--- src/rtl/beat_pattern_gen.sv ---
// Programmable note-sequence generator: steps a note value through up-wrap,
// down-wrap, ping-pong or hold patterns, one beat per divider period, with valid/ready output.
module beat_pattern_gen #(
  parameter int DATA_W = 8,
  parameter int DIV_W  = 16
) (
  input  logic              clk,
  input  logic              resetn,
  input  logic              cfg_load,
  input  logic [DATA_W-1:0] start_val,
  input  logic [DATA_W-1:0] end_val,
  input  logic [DATA_W-1:0] step_val,
  input  logic [1:0]        mode,
  input  logic [DIV_W-1:0]  div,
  input  logic              enable,
  input  logic              out_ready,
  output logic              out_valid,
  output logic [DATA_W-1:0] out_data,
  output logic              out_last,
  output logic [7:0]        seq_cnt
);

  typedef enum logic [1:0] {IDLE, COUNT, PRESENT} state_t;

  state_t             state;
  logic [DATA_W-1:0]  cfg_start;
  logic [DATA_W-1:0]  cfg_end;
  logic [DATA_W-1:0]  cfg_step;
  logic [1:0]         cfg_mode;
  logic [DIV_W-1:0]   cfg_div;
  logic [DIV_W-1:0]   count;
  logic [DATA_W-1:0]  cur;
  logic               dir_down;

  logic [DATA_W-1:0]  nxt;
  logic               nxt_last;
  logic               nxt_down;
  logic [DATA_W:0]    cur_x;
  logic [DATA_W:0]    start_x;
  logic [DATA_W:0]    end_x;
  logic [DATA_W:0]    step_x;
  logic [DATA_W:0]    sum;
  logic [DATA_W:0]    diff;
  logic [DATA_W:0]    end_plus;
  logic [DATA_W:0]    start_plus;

  // One extra bit keeps cur+step and end+step from wrapping; diff is only used when cur >= step.
  always_comb begin
    cur_x      = {1'b0, cur};
    start_x    = {1'b0, cfg_start};
    end_x      = {1'b0, cfg_end};
    step_x     = {1'b0, cfg_step};
    sum        = cur_x + step_x;
    diff       = cur_x - step_x;
    end_plus   = end_x + step_x;
    start_plus = start_x + step_x;
    nxt        = cur;
    nxt_last   = 1'b0;
    nxt_down   = dir_down;
    if (cfg_mode != 2'b11 && cfg_step != '0) begin
      case (cfg_mode)
        2'b00: begin
          if (sum > end_x) begin
            nxt_last = 1'b1;
            nxt      = cfg_start;
          end else begin
            nxt = sum[DATA_W-1:0];
          end
        end
        2'b01: begin
          if (cur_x < end_plus) begin
            nxt_last = 1'b1;
            nxt      = cfg_start;
          end else begin
            nxt = diff[DATA_W-1:0];
          end
        end
        2'b10: begin
          if (!dir_down) begin
            if (sum > end_x) begin
              nxt_down = 1'b1;
              nxt      = (cur_x < start_plus) ? cfg_start : diff[DATA_W-1:0];
            end else begin
              nxt = sum[DATA_W-1:0];
            end
          end else begin
            if (cur_x < start_plus) begin
              nxt_last = 1'b1;
              nxt_down = 1'b0;
              nxt      = (sum > end_x) ? cfg_start : sum[DATA_W-1:0];
            end else begin
              nxt = diff[DATA_W-1:0];
            end
          end
        end
        default: nxt = cur;
      endcase
    end
  end

  // cfg_load takes priority over a same-cycle handshake, so a pending beat is simply dropped.
  always_ff @(posedge clk or negedge resetn) begin
    if (!resetn) begin
      state     <= IDLE;
      cfg_start <= '0;
      cfg_end   <= '0;
      cfg_step  <= '0;
      cfg_mode  <= '0;
      cfg_div   <= '0;
      count     <= '0;
      cur       <= '0;
      dir_down  <= 1'b0;
      out_valid <= 1'b0;
      out_data  <= '0;
      out_last  <= 1'b0;
      seq_cnt   <= '0;
    end else if (cfg_load) begin
      cfg_start <= start_val;
      cfg_end   <= end_val;
      cfg_step  <= step_val;
      cfg_mode  <= mode;
      cfg_div   <= div;
      cur       <= start_val;
      count     <= '0;
      dir_down  <= 1'b0;
      out_valid <= 1'b0;
      out_last  <= 1'b0;
      state     <= COUNT;
    end else begin
      case (state)
        IDLE: out_valid <= 1'b0;
        COUNT: begin
          if (enable) begin
            if (count == cfg_div) begin
              count     <= '0;
              out_valid <= 1'b1;
              out_data  <= cur;
              out_last  <= nxt_last;
              state     <= PRESENT;
            end else begin
              count <= count + 1'b1;
            end
          end
        end
        PRESENT: begin
          if (out_ready) begin
            cur       <= nxt;
            dir_down  <= nxt_down;
            out_valid <= 1'b0;
            if (out_last) seq_cnt <= seq_cnt + 8'd1;
            state     <= COUNT;
          end
        end
        default: state <= IDLE;
      endcase
    end
  end

endmodule

--- config.mk ---
export PLATFORM = sky130hd
export DESIGN_NAME = beat_pattern_gen
export DESIGN_NICKNAME = d
export VERILOG_FILES = /design/src/rtl/beat_pattern_gen.sv
export SDC_FILE = /design/constraint.sdc
export NUM_CORES = 1
export LEC_CHECK = 0
export BUFFER_PORTS_ARGS = -buffer_cell sky130_fd_sc_hd__buf_2
export CORE_ASPECT_RATIO = 1.25
export CORE_MARGIN = 5
export CORE_UTILIZATION = 45
export CTS_CLUSTER_DIAMETER = 150
export CTS_CLUSTER_SIZE = 28
export DETAILED_ROUTE_END_ITERATION = 16
export PLACE_DENSITY = 0.73
export SYNTH_ARGS = -nofsm -noshare
export SYNTH_HDL_FRONTEND = slang
export SYNTH_SLANG_ARGS = --single-unit
--- constraint.sdc ---
create_clock -name clk -period 3.6 [get_ports clk]
set_input_delay 0.18 -clock clk [delete_from_list [all_inputs] [get_ports clk]]
set_output_delay 0.18 -clock clk [all_outputs]
set_load 0.01 [all_outputs]
### Word level (Yosys, flattened, before mapping)

Index checks and enable logic that the tools add are counted.

| cells by class | value |
|---|---|
| reductions and logical operators | 21 |
| magnitude comparators | 3 |
| add/sub/neg operators | 6 |
| bitwise gates (word level) | 1 |
| muxes and demuxes | 42 |
| equality and inequality tests | 10 |

Operators by type and width:

| cell | count |
|---|---|
| two-way mux 8 bit | 10 |
| two-way mux 16 bit | 4 |
| adder 8 x 8 -> 9 bit | 3 |
| case mux 8 bit (3 select lines) | 1 |
| AND reduction 4 bit | 6 |
| two-way mux 1 bit | 20 |
| less-than comparator 8 x 9 -> 1 bit | 2 |
| adder 16 x 1 -> 16 bit, second input constant | 1 |
| equality test 16 bit | 1 |
| nonzero test 2 bit | 7 |
| greater-than comparator 9 x 8 -> 1 bit | 1 |
| inequality test 3 bit, second input constant | 3 |
| adder 8 x 1 -> 8 bit, second input constant | 1 |
| two-way mux 2 bit | 4 |
| nonzero test 4 bit | 2 |
| nonzero test 8 bit | 1 |
| subtractor 8 bit | 1 |
| case mux 1 bit (3 select lines) | 2 |
| case mux 2 bit (3 select lines) | 1 |
| equality test 2 x 1 -> 1 bit, second input constant | 2 |
| equality test 2 bit, second input constant | 2 |
| zero test 2 bit | 2 |
| inequality test 2 bit, second input constant | 2 |
| AND reduction 3 bit | 1 |
| 3 further kinds | 3 |

| storage, ports and cells | value |
|---|---|
| logic and storage cells | 96 |
| output and inout port bits | 18 |
| register bits | 87 |
| input bits | 47 |

### Logic depth before layout (Yosys ltp)

Gate-level depths: netlist (run 1).

| logic depth | value |
|---|---|
| depth after elaboration | 10 |
| mapped depth | 15 |
| depth with buffers taken out | 15 |

### Worst setup path before layout (run 1)

No wires, ideal clock.

| path | value |
|---|---|
| path kind | reg-to-reg |
| start point | register cfg_step[1] |
| end point | register cur[6] |
| path slack | -41 ps |
| setup time | 130 ps |
| cell stages (with the launch flop) | 16 |
| arrival time | 3510 ps |
| clock period less this slack | 3641 ps |
| required time | 3470 ps |
| buffers on the path | 0 |
| path through | dfrtp_1 ha_1 a21o_1 a21oi_1 o21bai_1 a21oi_1 o21ai_0 xnor2_1 ha_1 nand3_1 or4b_1 o32a_2 nor2_2 o2bb2ai_2 a222oi_1 a21oi_1 |

| between the ends | value |
|---|---|
| word-level cells in the longest chain between the ends | 10 |
| elaborated cells on any way between the ends | 22 |
| those cells by class | add/sub (4); order compare (3); mux (11); reduce/logical (4) |

Ends and longest elaborated chain:

| what | line | text |
|---|---|---|
| start: declaration | 28 | `logic [DATA_W-1:0] cfg_step;` |
| start signal: assignment | 120 | `cfg_step <= step_val;` |
| adder 8 x 8 -> 9 bit, on equally long branches | 56, 53 |  |
| less-than comparator 8 x 9 -> 1 bit / greater-than comparator 9 x 8 -> 1 bit (equally long branches) | - |  |
| two-way mux 8 bit, on equally long branches | 82, 63, 90 |  |
| two-way mux 8 bit, on equally long branches | 80, 87 |  |
| two-way mux 8 bit | 79 | `if (!dir_down) begin` |
| case mux 8 bit (3 select lines) | 61 | `case (cfg_mode)` |
| two-way mux 8 bit | 60 | `if (cfg_mode != 2'b11 && cfg_step != '0) begin` |
| two-way mux 8 bit | 146 | `if (out_ready) begin` |
| two-way mux 8 bit | 130 | `case (state)` |
| two-way mux 8 bit | 117 | `end else if (cfg_load) begin` |
| end signal: assignment | 123 | `cur <= start_val;` |
| end signal: assignment | 147 | `cur <= nxt;` |
| end: declaration | 32 | `logic [DATA_W-1:0] cur;` |

Parallel ways exist; a longest one is shown, timed or not. The select of a mux whose other input is x is not followed.
A chain may end at the register's enable or synchronous reset.

### Final worst setup path (run 1)

| path | value |
|---|---|
| start point | register cfg_step[0] |
| end point | register cur[1] |

Same word-level chain as after synthesis.

==> results of run 1 <==
## sequential cells by signal, indices dropped and copies added, names as in the netlist, 2 cells and up
name,count
out_data,8
cfg_div,16
cfg_end,8
cfg_start,8
cfg_mode,2
state,2
count,16
cur,8
cfg_step,8
seq_cnt,8
## worst register-to-register path, cell delays in order, from the launching register on
cell	delay, ns
dfrtp_1	0.44
ha_4	0.19
fa_2	0.34
a211oi_2	0.21
o21bai_1	0.15
a21oi_2	0.17
xor2_1	0.09
ha_1	0.30
nand3_1	0.08
or4b_4	0.49
o32a_4	0.36
nor2_4	0.12
o2bb2ai_4	0.12
buf_4	0.16
a221oi_2	0.23
a21oi_1	0.09
## routing by layer
| metal | global-route usage | vias to the layer above | wire length, um |
|---|---|---|---|
| li1 | - | 2304 | - |
| met1 | 0.2695 | 2376 | 6543 |
| met2 | 0.3701 | 187 | 7984 |
| met3 | 0.02493 | 50 | 795 |
| met4 | 0.1034 | 0 | 581 |
| met5 | 0 | - | 0 |
## kinds of logic (layout without fill, tap and decap cells)
| family | after synthesis | after routing | share of synthesized area |
|---|---|---|---|
| adder cells (fa/ha/maj) | 67 | 67 | 0.1523 |
| multiplexers | 36 | 36 | 0.07112 |
| AO/OA/AOI/OAI | 140 | 140 | 0.1618 |
| flip-flops | 87 | 87 | 0.3819 |
| AND/OR/NAND/NOR | 132 | 132 | 0.1148 |
| XOR/XNOR | 55 | 55 | 0.08450 |
| buffers and inverters | 51 | 181 | 0.03358 |
## synth_stat cells (2+ instances only)
cell type  instances
nand4_1            7
o31ai_1            3
fa_1               4
a211oi_1           4
a311oi_1           2
nor3_1             5
a222oi_1           3
nor3_2             2
nand3_1            9
o22ai_1           10
a21oi_1           34
mux2_2            36
clkbuf_1          11
xor2_1            33
nor4_1             7
dfrtp_1           87
or3_1              3
a31oi_1            6
or2b_2             2
o21bai_1           7
nand2_1           42
ha_1              63
o21ai_0           36
o21a_1             2
nor2_1            31
nand2b_1           4
xnor2_1           22
a21o_1             8
a22o_1             2
nor2b_1            4
inv_1             39
and3_1             7
o211ai_1           3
a221oi_1           6
a211o_1            2
and4_1             3
## power groups by stage
stage	sequential (mW)	clock [mW]	combinational [mW]
2_1_floorplan	1.14	0	0.814
3_3_place_gp	1.15	0	1.22
3_5_place_dp	1.16	0	1.26
4_1_cts	1.14	1.01	1.39
5_1_grt	1.15	1.05	1.68
6_report	1.14	0.997	1.54
## repair_timing
action	in CTS	in global routing
resized for setup	26	23
hold buffers	1	0
hold endpoints to repair	63	0
pin swaps	22	17
setup endpoints to repair	9	10
setup buffers	8	6
## cell type report
type,instances,area share
Multi-Input combinational cell,430,0.4947
Sequential cell,87,0.3013
Timing Repair Buffer,126,0.1111
Clock buffer,9,0.03115
Tap cell,168,0.02907
Inverter,39,0.02025
Clock inverter,7,0.01246
## how the worst max path moves through the flow
stage	startpoint	endpoint	slack (ns)
6_report	cfg_step[0]	cur[1]	-0.06
5_1_grt	cfg_step[0]	cur[7]	-0.22
4_1_cts	cfg_step[2]	cur[7]	0.003
3_5_place_dp	cfg_step[0]	cur[7]	-0.25
3_3_place_gp	cfg_step[1]	out_last	-0.12
2_1_floorplan	cfg_step[1]	cur[6]	0.0009
==> flow_metrics.env, run 1 <==
export IMPL_syn_inst=568
export IMPL_reg2regPathDepth=15
export IMPL_grt_usage=0.2148
export IMPL_first_pass_iters=5
export IMPL_avgSynthCellArea_um2=10.04
export IMPL_pre_cts_ws_ns=-0.2486
export IMPL_worst_slew_pin_slew_ns=0.9506
export IMPL_avgRoutedWirePerCell_um=18.37
export IMPL_synth_top_cell_area_share=0.3819
export IMPL_num_rows=46
export IMPL_multi_input_area_um2=3577
export IMPL_async_reset_ff_frac=1.000
export IMPL_areaGrowthSynthToFinish_pct=26.84
export IMPL_final_cell_mix="86 x dfrtp_1, 63 x buf_2, 61 x buf_4"
export IMPL_status="complete, but fails checks"
export IMPL_hold_violations=0
export IMPL_violations="negative setup slack"
export IMPL_grt_max_degree=65
export IMPL_max_slew_margin=0.3662
export IMPL_crit_type="reg -> reg"
export IMPL_setup_ws_ns=-0.05922
export IMPL_viasPerCell=5.678
export IMPL_finalCritPeriodShare=1.016
export IMPL_ys_warn_count=0
export IMPL_rsz0062_at_grt="true"
export IMPL_fin_cells=866
export IMPL_end_kind="flop"
export IMPL_htreeDepth=3
export IMPL_ant_nets=0
export IMPL_clockPowerShare=0.271
export IMPL_portBuffers=64
export IMPL_yosys_top_cells_area="dfrtp_1 38%, ha_1 14%, mux2_2 7.1%"
export IMPL_swShare=0.3627
export IMPL_drtIter0Drc=300
export IMPL_ios=65
export IMPL_drv_slew=0
export IMPL_hpwl_um=11760
export IMPL_power_density_nw_per_um2=508.0
export IMPL_crit_cells=15
export IMPL_tritoncts="done"
export IMPL_initial_core_util=0.4543
export IMPL_layout_commonest_cell="dfrtp_1"
export IMPL_final_setup_viol_count=7
export IMPL_hold_end="cfg_step[5]"
export IMPL_arrival_ns=3.89
export IMPL_power_total_mw=3.674
export IMPL_p_leak_nw=3.475
export IMPL_yosysSeqAreaShare=0.3819
export IMPL_intPower_mw=2.341
export IMPL_clkTransAtPathRegs_ns=0.07
export IMPL_fmax_mhz=273.3
export IMPL_die_y_um=135.8
export IMPL_max_cap_violations=0
export IMPL_reg2reg_slack_ns=-0.06
export IMPL_crit_chain="ha_4 > fa_2 > a211oi_2 > o21bai_1 > a21oi_2 > xor2_1 > ha_1 > nand3_1 > or4b_4 > o32a_4 > nor2_4 > o2bb2ai_4 > buf_4 > a221oi_2 > a21oi_1"
export IMPL_clk_latency_ns=0.35
export IMPL_overflow=0
export IMPL_critPathMaxStageDelay_ns=0.49
export IMPL_drive_above_1_share=0.3238
export IMPL_diodes=0
export IMPL_die_x_um=110.7
export IMPL_fp_coreArea_um2=12550
export IMPL_gp_congestion=0.9649
export IMPL_finalWirelength_um=15910
export IMPL_seqPwrFrac=0.311
export IMPL_syn_nets=682
export IMPL_cp_max_fo=7
export IMPL_fin_crit_ns=3.659
export IMPL_crit_required_ns=3.83
export IMPL_ir_worst_vdd_mv=0.2649
export IMPL_reg2reg_to="cur[1]"
export IMPL_hp_start="step_val[5]"
export IMPL_fin_tns_setup_ns=-0.2159
export IMPL_crit_buf_inv=1
export IMPL_syn_cell_area_um2=5700
export IMPL_cts_buffers=9
export IMPL_synth_top_flop_cell="dfrtp_1"
export IMPL_grt_pass1_vias=5191
export IMPL_clock_skew_ns=0.006570
export IMPL_worstSetupStartpointType="flop"
export IMPL_synth_seq_cells=87
export IMPL_ys_types=55
export IMPL_antenna_found_initial=0
export IMPL_crit_slowest_cell="or4b_4"
export IMPL_drc=0
export IMPL_synth_edf_count=0
export IMPL_grt_first_pass_wirelength_um=25960
export IMPL_yosys_area_top_type="dfrtp_1"
export IMPL_clock_sinks=87
export IMPL_nets=807
export IMPL_finalInstanceArea_um2=7231
export IMPL_postLayoutCoreUtil=0.5763
export IMPL_p_comb_frac=0.418
export IMPL_vias=4917
export IMPL_placed_area_um2=6555
export IMPL_hp_class="in -> reg"
export IMPL_net_switching_power_mw=1.333
export IMPL_placedCellCount=835
export IMPL_seq_area_um2=2178
export IMPL_die_area_um2=15030
export IMPL_cp_top_family="compound AO/OA/AOI/OAI gates"
export IMPL_hold_ws_ns=0.03849
export IMPL_root_buffer="clkbuf_16"
export IMPL_fillers=1097
export IMPL_r2r_start="cfg_step[0]"
export IMPL_cts_buffer_depth=2
export IMPL_hold_depth=3
No activity file was read; power rests on OpenSTA's default activity.
==> run 2: changes to the inputs <==
GPL_TIMING_DRIVEN = 0   (was default)
==> run 2 against run 1 <==
- the run still ends with negative setup slack left
- total power down 4.8%
- wire length is 4.7% lower
- utilization is 1.9 points lower
- clock power down 4.2%
- register-to-register slack worse by 0.14 ns
- non-clock buffer count down 28
- die area is the same
- hold slack better by 0.012 ns
- cell area decreased by 3.2%
- sequential cell count did not move
==> flow_metrics.env, run 2 (synthesized netlist as in run 1, its figures left out) <==
export IMPL_setup_ws_ns=-0.2009
export IMPL_hp_start="end_val[2]"
export IMPL_clock_skew_ns=0.007267
export IMPL_num_rows=46
export IMPL_fillers=1113
export IMPL_critPathMaxStageDelay_ns=0.49
export IMPL_clkTransAtPathRegs_ns=0.07
export IMPL_rsz0062_at_grt="true"
export IMPL_die_x_um=110.7
export IMPL_cts_buffers=9
export IMPL_antenna_found_initial=0
export IMPL_grt_first_pass_wirelength_um=24070
export IMPL_root_buffer="clkbuf_16"
export IMPL_tritoncts="done"
export IMPL_reg2regPathDepth=14
export IMPL_cp_max_fo=5
export IMPL_p_leak_nw=3.299
export IMPL_crit_required_ns=3.80
export IMPL_hpwl_um=11180
export IMPL_fmax_mhz=263.1
export IMPL_hold_violations=0
export IMPL_initial_core_util=0.4543
export IMPL_startpoint="cfg_step[0]"
export IMPL_ir_worst_vdd_mv=0.2642
export IMPL_diodes=0
export IMPL_crit_chain="ha_2 > fa_2 > a211oi_2 > o21bai_1 > a21oi_1 > xor2_1 > ha_1 > nand3_1 > or4b_1 > o32a_4 > nor2_4 > inv_1 > a222oi_1 > o22ai_1"
export IMPL_status="complete, but fails checks"
export IMPL_fp_coreArea_um2=12550
export IMPL_first_pass_iters=6
export IMPL_drc=0
export IMPL_arrival_ns=4.00
export IMPL_final_setup_viol_count=8
export IMPL_worstSetupStartpointType="flop"
export IMPL_max_cap_violations=0
export IMPL_hold_depth=3
export IMPL_clk_latency_ns=0.34
export IMPL_vias=4764
export IMPL_final_cell_mix="79 x dfrtp_1, 63 x buf_2, 59 x ha_1"
export IMPL_violations="negative setup slack"
export IMPL_ios=65
export IMPL_crit_slowest_cell="or4b_1"
export IMPL_clock_sinks=87
export IMPL_grt_pass1_vias=4978
export IMPL_layout_commonest_cell="dfrtp_1"
export IMPL_drive_above_1_share=0.2791
export IMPL_drv_slew=0
export IMPL_worst_slew_pin_slew_ns=0.7964
export IMPL_placedCellCount=801
export IMPL_nets=779
export IMPL_grt_usage=0.1985
export IMPL_portBuffers=64
export IMPL_cts_buffer_depth=2
export IMPL_finalCritPeriodShare=1.056
export IMPL_crit_type="reg -> reg"
export IMPL_fin_crit_ns=3.801
export IMPL_areaGrowthSynthToFinish_pct=22.74
export IMPL_reg_top3="cfg_div (16), count (16)"
export IMPL_hp_class="in -> reg"
export IMPL_drtIter0Drc=282
export IMPL_r2r_start="cfg_step[0]"
export IMPL_avgRoutedWirePerCell_um=18.08
export IMPL_finalWirelength_um=15160
export IMPL_hold_ws_ns=0.05083
export IMPL_reg2reg_slack_ns=-0.20
export IMPL_die_y_um=135.8
export IMPL_viasPerCell=5.685
export IMPL_ant_nets=0
export IMPL_fin_cells=838
export IMPL_gp_congestion=0.9287
export IMPL_fin_tns_setup_ns=-1.145
export IMPL_power_density_nw_per_um2=499.8
export IMPL_overflow=0
export IMPL_max_slew_margin=0.4662
export IMPL_end_kind="flop"
export IMPL_htreeDepth=3
export IMPL_grt_max_degree=57
export IMPL_die_area_um2=15030
==> run 2: changes by cell type in the layout (fill, tap and decap cells not counted), sizes merged <==
cell      before  now
buf          125   87
clkbuf         9   20
clkinv         1    3
inv           42   40
clkinvlp       2    1
==> run 2: power by group <==
part	switching, mW	leakage, nW	internal [mW]	total, mW
sequential	0.104	1.09	1.06	1.16
clock	0.406	0.146	0.549	0.955
combinational	0.762	2.06	0.621	1.38
total	1.27	3.30	2.23	3.50
==> run 2: layout make-up <==
type | count | area [um2] | area share
timing repair buffer | 87 | 525.5 | 0.07511
inverter | 39 | 146.4 | 0.02092
multi-input combinational | 430 | 3577 | 0.5113
clock buffer | 10 | 229.0 | 0.03273
sequential | 87 | 2187 | 0.3126
tap | 168 | 210.2 | 0.03004
buffer | 11 | 41.29 | 0.005901
clock inverter | 6 | 80.08 | 0.01144
==> run 2: repair_timing <==
action	in CTS	in global routing
hold buffers	1	0
hold endpoints to repair	31	0
resized for setup	27	25
endpoints found under the setup margin	9	10
pin swaps	21	16
buffers inserted	14	8
==> run 2: final timing paths <==
| check | endpoint |
|---|---|
| setup / recovery | out_last |
| hold / removal | cfg_end[2] |
| setup reg to reg | out_last |
| hold reg to reg | seq_cnt[7] |
| max in group asynchronous | count[1] |
| min in group asynchronous | out_data[4] |
==> run 2: critical path: cells and delay by family, from the launching register on <==
| family | cells | cell delay (ns) |
|---|---|---|
| AND/OR/NAND/NOR | 3 | 0.68 |
| XOR/XNOR | 1 | 0.09 |
| adder cells (fa/ha/maj) | 3 | 0.89 |
| flip-flops | 1 | 0.47 |
| AO/OA/AOI/OAI | 6 | 1.46 |
| buffers and inverters | 1 | 0.06 |
==> run 2: metal layers <==
metal	up-vias	track usage	wire length, um
met5	-	0	0
met4	0	0.07324	378
met3	31	0.03028	555
met2	133	0.3590	7835
met1	2356	0.2394	6385
li1	2244	-	-
==> run 2: through the flow <==
stage	power, mW	instance area, um2	setup WS, ns	util
after global routing	3.706	6997	-0.3180	0.5576
after floorplan	1.950	5702	0.0009281	-
after global placement	2.215	6232	-0.3755	0.4967
after CTS	3.346	6803	-0.1537	0.5422
final	3.497	6997	-0.2009	0.5576
after detailed placement	2.266	6262	-0.4478	0.4991
==> run 3: changes to the inputs <==
ABC_AREA = 1   (was default)
BUFFER_PORTS_ARGS = -buffer_cell sky130_fd_sc_hd__buf_4   (was -buffer_cell sky130_fd_sc_hd__buf_2)
SKIP_CTS_REPAIR_TIMING = 1   (was default)
==> run 3 against run 2 <==
- the flow now finishes without violations
- sequential share of layout area shrank 0.86 points
- area after synthesis up 6.3%
- combinational power increased by 33%
- register-to-register slack better by 0.42 ns
- fmax rose by 13%
- clock power up 2.8%
- cell count increased by 26%
- die area grew 5.8%
==> flow_metrics.env, run 3 <==
export IMPL_crit_slowest_cell="dfrtp_2"
export IMPL_max_slew_margin=0.2551
export IMPL_ys_types=46
export IMPL_diodes=0
export IMPL_drc=0
export IMPL_syn_nets=910
export IMPL_portBuffers=64
export IMPL_die_y_um=139.8
export IMPL_die_area_um2=15910
export IMPL_status="finished clean"
export IMPL_syn_inst=796
export IMPL_gp_congestion=0.9362
export IMPL_fin_crit_ns=3.378
export IMPL_htreeDepth=3
export IMPL_clock_skew_ns=0.007872
export IMPL_hold_violations=0
export IMPL_power_density_nw_per_um2=561.4
export IMPL_avgRoutedWirePerCell_um=14.57
export IMPL_final_cell_mix="233 x nand2_1, 87 x inv_1, 82 x dfrtp_1"
export IMPL_yosysSeqAreaShare=0.3591
export IMPL_grt_first_pass_wirelength_um=25540
export IMPL_synth_top_cell_area_share=0.3591
export IMPL_synth_top_flop_cell="dfrtp_1"
export IMPL_overflow=0
export IMPL_first_pass_iters=5
export IMPL_arrival_ns=3.64
export IMPL_cp_max_fo=9
export IMPL_ys_warn_count=0
export IMPL_finalWirelength_um=15370
export IMPL_async_reset_ff_frac=1.000
export IMPL_grt_usage=0.1995
export IMPL_finalInstanceArea_um2=7183
export IMPL_crit_required_ns=3.86
export IMPL_hpwl_um=11800
export IMPL_ir_worst_vdd_mv=0.3368
export IMPL_worst_slew_pin_slew_ns=1.117
export IMPL_max_cap_violations=0
export IMPL_fmax_mhz=296.1
export IMPL_antenna_found_initial=0
export IMPL_p_leak_nw=3.706
export IMPL_r2r_start="cfg_step[0]"
export IMPL_layout_commonest_cell="nand2_1"
export IMPL_avgSynthCellArea_um2=7.616
export IMPL_clk_latency_ns=0.35
export IMPL_initial_core_util=0.4582
export IMPL_crit_type="reg -> reg"
export IMPL_final_setup_viol_count=0
export IMPL_grt_pass1_vias=5439
export IMPL_synth_edf_count=0
export IMPL_synth_seq_cells=87
export IMPL_reg2reg_slack_ns=0.22
export IMPL_ys_top_cells_by_count="235 x nand2_1, 87 x dfrtp_1, 87 x inv_1, 63 x ha_1, 54 x nand3_1"
export IMPL_root_buffer="clkbuf_16"
export IMPL_syn_cell_area_um2=6062
export IMPL_tritoncts="done"
export IMPL_areaGrowthSynthToFinish_pct=18.49
export IMPL_startpoint="cfg_step[0]"
export IMPL_worstSetupStartpointType="flop"
export IMPL_end_kind="flop"
export IMPL_reg2reg_to="cur[4]"
export IMPL_crit_top_cell="nand3_1"
export IMPL_reg_top3="cfg_div (16), count (16)"
export IMPL_viasPerCell=5.152
export IMPL_drv_slew=0
export IMPL_nets=993
export IMPL_drive_above_1_share=0.1561
export IMPL_yosys_area_top_type="dfrtp_1"
export IMPL_crit_chain="ha_1 > fa_2 > a21oi_4 > o21bai_4 > nand3_1 > nand3_1 > xor2_2 > inv_1 > ha_1 > a21o_1 > a21oi_1 > nand2_1 > nand2_2 > nand2_4 > nor2_2 > nand3_1 > nand2_1 > inv_1 > nand3_1 > nand2_1 > a21oi_1"
export IMPL_clkTransAtPathRegs_ns=0.07
export IMPL_drtIter0Drc=287
export IMPL_num_rows=47
export IMPL_finalCritPeriodShare=0.9382
export IMPL_ant_nets=0
export IMPL_fp_coreArea_um2=13230
export IMPL_vias=5435
export IMPL_yosys_top_cells_area="dfrtp_1 36%, nand2_1 15%, ha_1 13%"
export IMPL_placed_area_um2=6756
export IMPL_hp_class="in -> async"
export IMPL_cts_buffer_depth=2
export IMPL_ios=65
export IMPL_reg2regPathDepth=21
export IMPL_setup_ws_ns=0.2224
export IMPL_die_x_um=113.8
export IMPL_critPathMaxStageDelay_ns=0.42
export IMPL_grt_max_degree=88
export IMPL_pre_cts_ws_ns=-0.07476
export IMPL_clock_sinks=87
export IMPL_yosysMostFrequentCell="nand2_1"
export IMPL_cts_buffers=9
[run 3: cell types whose count changed after synthesis, sizes merged, moves of 8 or more]
cell / previous run / this run
a21oi: 34 / 54
inv: 39 / 99
mux2: 36 / 0
nand2: 42 / 237
nand3: 9 / 55
nor2: 32 / 45
nor3: 7 / 15
o21ai: 36 / 46
o22ai: 10 / 0
xnor2: 22 / 13
xor2: 33 / 20
[run 3: how the worst max path moves through the flow]
stage | end | slack (ns) | depth (start not counted)
floorplan | cur[0] | 0.53 | 20
global placement | cur[0] | -0.06 | 20
finish | cur[4] | 0.22 | 21
detailed placement | cur[0] | -0.07 | 20
global route | cur[0] | -0.005 | 20
CTS | cur[0] | -0.1 | 20
[run 3: final cells by class]
cell class / count / area, um2
inverter: 100 / 377.9
tap: 171 / 214.0
fill: 1271 / 6048
sequential: 87 / 2183
buffer: 16 / 70.07
timing repair buffer: 72 / 540.5
clock buffer: 10 / 239.0
clock inverter: 6 / 68.82
multi-input combinational: 593 / 3490
[run 3: worst max-delay path: cells and delay by family, from the launching register on]
kind	cells	cell delay, ns
XOR/XNOR	1	0.18
buffers and inverters	2	0.09
adder cells (fa/ha/maj)	3	0.91
AND/OR/NAND/NOR	10	0.89
AO/OA/AOI/OAI	5	0.75
flip-flops	1	0.42
[run 3: logic make-up (layout without fill, tap and decap cells)]
group                      after synthesis  count (layout)  synth area share
xor gates and xnor gates                33              33           0.04768
buffers and inverters                  116             204           0.07389
and+or+nand+nor                        375             375            0.2673
AOI/OAI and AO/OA                      118             118            0.1088
adders and majority gates               67              67            0.1432
DFF                                     87              87            0.3591
[run 3: report_power, final]
part | internal, mW | switching (mW)
clock | 0.561 | 0.421
combinational | 0.721 | 1.11
sequential | 1.07 | 0.141
[run 3: stage by stage]
stage / util / TNS, ns / power, mW / std cells / hold slack (ns)
global route: 0.5429 / -0.005079 / 4.392 / 1055 / 0.04176
finish: 0.5429 / 0 / 4.033 / 1055 / 0.02943
global placement: 0.5106 / -0.1111 / 2.908 / 1031 / 0.3849
CTS: 0.5339 / -0.5048 / 3.947 / 1047 / 0.02962
detailed placement: 0.5106 / -0.2892 / 2.949 / 1031 / 0.3869
floorplan: - / 0 / 2.493 / 796 / -0.1156
[run 3: routing by layer]
layer / up-vias / track usage / share of wire
met5: - / 0 / 0
met4: 0 / 0.07755 / 0.029
met3: 35 / 0.02822 / 0.043
met2: 125 / 0.3577 / 0.51
met1: 2517 / 0.2386 / 0.42
li1: 2758 / - / -
